===== src/rtl/mips_pkg.sv =====
// Shared definitions for the MIPS core: PC_Src encodings, word width and the
// canonical NOP (sll $0,$0,0).
package mips_pkg;

   localparam int WORD_W = 32;

   typedef enum logic [1:0] {
      PC_SRC_SEQ = 2'b00,
      PC_SRC_BR  = 2'b01,
      PC_SRC_JR  = 2'b10,
      PC_SRC_J   = 2'b11
   } pc_src_e;

   localparam logic [WORD_W-1:0] NOP_WORD_DEFAULT = 32'h0000_0000;

endpackage


===== src/rtl/if_id_reg.sv =====
// IF/ID pipeline register: synchronous reset, hold on stall, and squash of the
// wrong-path fetch into a NOP bubble.
module if_id_reg
   import mips_pkg::*;
#(
   parameter logic [WORD_W-1:0] NOP_WORD = NOP_WORD_DEFAULT
) (
   input  logic              clk_i,
   input  logic              rst_i,
   input  logic              stall_i,
   input  logic              squash_i,
   input  logic [WORD_W-1:0] inst_i,
   input  logic [WORD_W-1:0] pc_plus4_i,
   output logic [WORD_W-1:0] inst_o,
   output logic [WORD_W-1:0] pc_plus4_o,
   output logic              valid_o
);

   logic [WORD_W-1:0] inst_q, inst_d;
   logic [WORD_W-1:0] pc_plus4_q, pc_plus4_d;
   logic              valid_q, valid_d;

   // A squashed slot still records its PC+4 so the bubble is traceable.
   always_comb begin
      inst_d     = inst_q;
      pc_plus4_d = pc_plus4_q;
      valid_d    = valid_q;
      if (!stall_i) begin
         pc_plus4_d = pc_plus4_i;
         if (squash_i) begin
            inst_d  = NOP_WORD;
            valid_d = 1'b0;
         end else begin
            inst_d  = inst_i;
            valid_d = 1'b1;
         end
      end
   end

   always_ff @(posedge clk_i) begin
      if (rst_i) begin
         inst_q     <= NOP_WORD;
         pc_plus4_q <= '0;
         valid_q    <= 1'b0;
      end else begin
         inst_q     <= inst_d;
         pc_plus4_q <= pc_plus4_d;
         valid_q    <= valid_d;
      end
   end

   assign inst_o     = inst_q;
   assign pc_plus4_o = pc_plus4_q;
   assign valid_o    = valid_q;

endmodule


===== src/rtl/fetch_stage.sv =====
// Instruction-fetch stage: PC register, branch/jump/jr target computation from
// the instruction in ID, next-PC selection and the IF/ID register.
module fetch_stage
   import mips_pkg::*;
#(
   parameter logic [WORD_W-1:0] PC_RESET = 32'h0000_0000,
   parameter logic [WORD_W-1:0] NOP_WORD = NOP_WORD_DEFAULT
) (
   input  logic              clk,
   input  logic              rst,
   input  logic              stall,
   input  logic [1:0]        pc_src,
   input  logic [WORD_W-1:0] jr_target,
   output logic [WORD_W-1:0] imem_addr,
   input  logic [WORD_W-1:0] imem_rdata,
   output logic [WORD_W-1:0] if_id_inst,
   output logic [WORD_W-1:0] if_id_pc_plus4,
   output logic              if_id_valid,
   output logic              flush,
   output logic [WORD_W-1:0] pc
);

   logic [WORD_W-1:0] pc_q, pc_d;
   logic [WORD_W-1:0] pc_plus4;
   logic [WORD_W-1:0] br_off;
   logic [WORD_W-1:0] br_target;
   logic [WORD_W-1:0] j_target;
   logic [WORD_W-1:0] jr_aligned;
   pc_src_e           sel;
   logic              redirect;

   assign sel      = pc_src_e'(pc_src);
   assign pc_plus4 = pc_q + 32'd4;

   // Targets come from the instruction already in ID, not the one being fetched.
   assign br_off     = {{14{if_id_inst[15]}}, if_id_inst[15:0], 2'b00};
   assign br_target  = if_id_pc_plus4 + br_off;
   assign j_target   = {if_id_pc_plus4[31:28], if_id_inst[25:0], 2'b00};
   assign jr_aligned = {jr_target[31:2], 2'b00};

   assign redirect = (sel != PC_SRC_SEQ) && !stall;

   always_comb begin
      pc_d = pc_q;
      if (!stall) begin
         unique case (sel)
            PC_SRC_SEQ: pc_d = pc_plus4;
            PC_SRC_BR:  pc_d = br_target;
            PC_SRC_JR:  pc_d = jr_aligned;
            PC_SRC_J:   pc_d = j_target;
            default:    pc_d = pc_plus4;
         endcase
      end
   end

   always_ff @(posedge clk) begin
      if (rst) begin
         pc_q <= PC_RESET;
      end else begin
         pc_q <= pc_d;
      end
   end

   if_id_reg #(
      .NOP_WORD(NOP_WORD)
   ) u_if_id (
      .clk_i      (clk),
      .rst_i      (rst),
      .stall_i    (stall),
      .squash_i   (redirect),
      .inst_i     (imem_rdata),
      .pc_plus4_i (pc_plus4),
      .inst_o     (if_id_inst),
      .pc_plus4_o (if_id_pc_plus4),
      .valid_o    (if_id_valid)
   );

   assign imem_addr = pc_q;
   assign pc        = pc_q;
   assign flush     = ~if_id_valid;

endmodule


===== config.mk =====
export PLATFORM = sky130hd
export DESIGN_NAME = fetch_stage
export DESIGN_NICKNAME = d
export VERILOG_FILES = /design/src/rtl/mips_pkg.sv /design/src/rtl/if_id_reg.sv /design/src/rtl/fetch_stage.sv
export SDC_FILE = /design/constraint.sdc
export NUM_CORES = 1
export LEC_CHECK = 0
export ABC_AREA = 1
export ABC_CLOCK_PERIOD_IN_PS = 2580
export CAP_MARGIN = 20
export CORE_MARGIN = 4
export CORE_UTILIZATION = 35
export CTS_BUF_LIST = sky130_fd_sc_hd__clkbuf_8
export DETAILED_ROUTE_END_ITERATION = 8
export GPL_TIMING_DRIVEN = 0
export SLEW_MARGIN = 20
export SYNTH_ARGS = -nofsm -noshare
export SYNTH_HDL_FRONTEND = slang
export SYNTH_SLANG_ARGS = --single-unit

===== constraint.sdc =====
create_clock -name clk -period 2.58 [get_ports clk]
set_input_delay 0.387 -clock clk [delete_from_list [all_inputs] [get_ports clk]]
set_output_delay 0.387 -clock clk [all_outputs]
set_load 0.005 [all_outputs]

======== Yosys cells after proc, flatten, opt, wreduce, memory -nomap -nowiden ========
Cells that the tools add are included.
W data, S select, Z words.
operators by class
  bitwise logic cells ..................... 1
  equality and inequality tests ........... 3
  multiplexer cells ....................... 3
  reduce and logical (&&, ||, !) cells .... 4
  add/sub/neg operators ................... 2
operator list
  kind                     number
  $pmux W32 S4             1
  $add A32 B3 Y32 const B  1
  $add A32 B32 Y32         1
  $mux W32                 1
  $eq A2 B2 Y1 const B     2
  $eq A2 B1 Y1 const B     1
  $logic_not A2 Y1         1
  $reduce_bool A2 Y1       1
  $logic_and A1 B1 Y1      1
  $logic_not A1 Y1         1
  $mux W1                  1
  $not A1 Y1               1
storage, ports and cells
  output and inout bits ................... 130
  bits in registers ....................... 97
  word-level logic and storage cells ...... 17

======== Logic depth before layout (Yosys ltp) ========
  word-level depth ........................ 3
  depth in mapped cells ................... 14

======== By module ========
Synthesis repeated with hierarchy kept, for this count alone.
unflattened totals
  cells, all modules ...................... 1073
  area total of the unflattened synthesis .. 6926.6 um2
by module, submodules not included
  module       area an instance (um2)  cells each  instances  seq. area each (um2)
  fetch_stage  4704.5                  792         1          640.6
  if_id_reg    2222.1                  281         1          1301.2

======== Worst setup path after synthesis ========
Ideal clock, no wire load.
  path type ............................... register to register
  start ................................... register u_if_id.inst_q[15], in the netlist u_if_id.inst_o[15]
  end ..................................... register pc_q[31], in the netlist imem_addr[31]
  path buffers ............................ 0
  arrival ................................. 1924 ps
  setup time .............................. 109 ps
  cell stages (with the launch flop) ...... 12
  setup slack ............................. 547 ps
  cell sequence ........................... dfxtp_1 > ha_1 > nand2_1 > inv_1 > a21oi_1 > nand2_1 > a21oi_1 > nand3_1 > nand3_1 > nand4_1 > nand2_1 > inv_1
between the ends
  word-level cells in the longest chain between the ends .. 2
RTL lines
  element                   line               text
  start: declaration        if_id_reg.sv:19    logic [WORD_W-1:0] inst_q, inst_d;
  start signal: assignment  if_id_reg.sv:46    inst_q <= inst_d;
  $add A32 B32 Y32          fetch_stage.sv:37  assign br_target = if_id_pc_plus4 + br_off;
  $pmux W32 S4              fetch_stage.sv:46  unique case (sel)
  end signal: assignment    fetch_stage.sv:60  pc_q <= pc_d;
  end: declaration          fetch_stage.sv:23  logic [WORD_W-1:0] pc_q, pc_d;
No other way between the ends.
A chain may end at the register's enable or synchronous reset.

======== Final worst setup path ========
  start ................................... register u_if_id.inst_q[0], in the netlist u_if_id.inst_o[0]
  end ..................................... register pc_q[28], in the netlist imem_addr[28]
The elaborated chain is that of the path after synthesis.

==> metrics.cfg <==
[outcome]
status = complete, no violations

[global_route]
track_usage_pct = 26.6
grt_max_degree = 19
grt_antenna_before_repair = 0
overflow = 0
grt_pass1_wl_microns = 45000
grt_pass1_vias = 7569

[route]
drc = 0
drt-vias-per-instance = 5.18
wire_per_inst_microns = 19.6
ant_nets = 0
drt-pass1-iter-count = 5
wirelength_microns = 30200
vias = 7995
drt_iter0_markers = 537

[synth]
synthAdderAreaFrac_pct = 5.62
synth-async-reset-ratio_pct = 0
synth.most_common_cell = nand2_1
synth_seq_cells = 97
synth.net_count = 1168
seq_area_frac_synth_pct = 27.6
netlist_area_sq_um = 7040
avgSynthCellArea_sq_um = 6.59
synthCells = 1068
ys_types = 51
synth_edf_count = 0
synth_compound_area_share_pct = 21.1
synth-simple-area-share_pct = 31.3
yosys-top-cells-count = 255 x nand2_1, 118 x inv_1, 109 x a21oi_1
synth-xor-area-share_pct = 1.87
synth_top_family_by_area = simple AND/OR/NAND/NOR gates
synth_top_area_share_pct = 27.6
synth.area.mux_share_pct = 0
yosysWarnings = 0
synth.area.top_cells = dfxtp_1 28%, nand2_1 14%, a21oi_1 7.7%
synth_top_cell_by_area = dfxtp_1
ys.flop_type = dfxtp_1

[floorplanning]
dieArea_sq_um = 22400
die_w_microns = 150
die_h_microns = 150
core_region_area_sq_um = 19700
boundaryPins = 199
row_count = 51
start_util_pct = 35.8

[power]
p_clk_share_pct = 27.2
power_mw = 3.64
ir_drop_mv = 0.217
seqPwrFrac_pct = 46.7
power.switching_mw = 1.20
power_density_nw_per_um2 = 383
cellInternalPower_mw = 2.44
combPwrFrac_pct = 26.1
p_leak_nw = 4.03
switching_share_pct = 33.1

[clock_tree]
htreeDepth = 3
clock-sinks = 97
cts_buffer_depth = 2
clock_latency_ns = 0.39
cts.clk_slew.worst_paths_ns = 0.11
numCtsBuffers = 9
clockRootBuffer = clkbuf_8
cts_tree = built

[layout]
areaGrowthSynthToFinish_pct = 35.1
multi_input_area_sq_um = 4230
register_area_sq_um = 1950
antenna_cells = 0
drive_gt1_share_pct = 8.69
final_nets = 1373
n_fill_cell = 2138
design_area_sq_um = 9510
fin_util_pct = 48.4

[critical_path]
crit_required_ns = 2.91
arrival_ns = 2.73
start_kind = flop
worst_setup_path_end_kind = flop
worstSetupPathType = flop to flop
cp_max_fo = 5

[placement]
place_congestion = 0.978
io_buffer_count = 194
dp_hpwl_microns = 24700
placed_cell_area_sq_um = 9310

[timing]
tightest_slew_ns = 0.860
holdWs_ns = 0.474
slew_viol_final = 0
max-slew-margin-rel_pct = 42.7
period_needed_ns = 2.41
finalClockSkew_ns = 0.0176
fmax_ghz = 0.415
finalSetupViolCount = 0
hold_viol_final = 0
rsz0062_at_grt = no
finalCritPeriodShare_pct = 93.3

[job]
timing.max_cap.violations = 0

[worst_hold_path]
hp-class = flop to flop

## placed cells by master, fill, tap and decap left out, types with 3 or more instances in the layout
cell type and instances:
a221o_1 3, nand4_1 9, nor4_2 3, buf_2 14, buf_4 34, nor3_2 3
o21bai_1 11, clkinvlp_4 3, o211ai_1 22, a221oi_1 9, o221ai_1 4, ha_1 30
clkbuf_8 10, or2_2 8, nand3b_1 6, a21oi_1 108, inv_2 4, a211oi_1 3
nand3_1 71, nor3_1 31, o21ai_0 43, inv_1 118, nor2_1 75, nand2_1 255
clkbuf_1 25, xor2_1 14, o21ai_1 7, clkdlybuf4s50_1 194, a22o_1 17, dfxtp_1 96
nor2_2 5, nand2_2 5, nand3_2 4
## stage by stage
| step | TNS (ns) | instances | worst slack (ns) |
|---|---|---|---|
| floorplan | 0 | 1068 | 0.547 |
| global placement | -1.58 | 1527 | -0.197 |
| detailed placement | -1.75 | 1527 | -0.195 |
| CTS | 0 | 1542 | 0.0369 |
| global route | 0 | 1542 | 0.00240 |
| finish | 0 | 1542 | 0.172 |
## layout make-up
type                            instances  area share (%)
Multi-Input combinational cell        774            44.5
Clock inverter                          5           0.421
Buffer                                 75            4.49
Inverter                              122            4.81
Clock buffer                           10            1.45
Timing Repair Buffer                  194            20.4
Tap cell                              265            3.49
Sequential cell                        97            20.5
## registers in the layout, indices dropped and copies added, names as in the netlist
name                cells
imem_addr              32
u_if_id.inst_o         32
u_if_id.pc_plus4_o     32
u_if_id.valid_o         1
## power groups by stage
stage	clock, mW	combinational (mW)	sequential, mW
6_report	0.992	0.948	1.70
2_1_floorplan	0	0.449	1.70
3_3_place_gp	0	0.944	1.73
3_5_place_dp	0	0.945	1.73
5_1_grt	1.06	1.03	1.71
4_1_cts	1.02	0.950	1.70
## worst paths after layout
check | startpoint | end | slack [ns] | cells past startpoint
worst max-delay path | u_if_id.inst_o[0] | imem_addr[28] | 0.17 | 10
worst min-delay path | u_if_id.inst_o[26] | u_if_id.inst_o[26] | 0.47 | 2
worst max register to register | u_if_id.inst_o[0] | imem_addr[28] | 0.17 | 10
worst min register to register | u_if_id.inst_o[26] | u_if_id.inst_o[26] | 0.47 | 2
## worst max-delay path, stage by stage, from the launching register on
cell and delay (ns):
dfxtp_1 0.41, ha_1 0.28, fa_1 0.25, nand3_1 0.08
nand2_1 0.22, a21oi_4 0.10, o21bai_1 0.37, nand2_1 0.19
nand3_1 0.12, nand3_1 0.15, a21oi_1 0.16
## routing by layer
metal / share of wire [%] / track usage, % / up-vias
met5: 0 / 0 / -
met4: 3.3 / 9.33 / 0
met3: 5.9 / 4.21 / 47
met2: 45 / 42.6 / 308
met1: 46 / 36.4 / 3656
li1: - / - / 3984
## timing repair
| item | in CTS | in global routing |
|---|---|---|
| hold buffers | 0 | 0 |
| endpoints found under the setup margin | 8 | 6 |
| resized for setup | 1 | 5 |
| buffers inserted | 0 | 0 |
| cloned | 0 | 0 |
## logic make-up after synthesis
family	Yosys count
compound gates	242
xor+xnor	15
fa+ha+maj	31
buf+inv	197
flops	97
simple gates	486
Power figures use the tool's default switching activity.
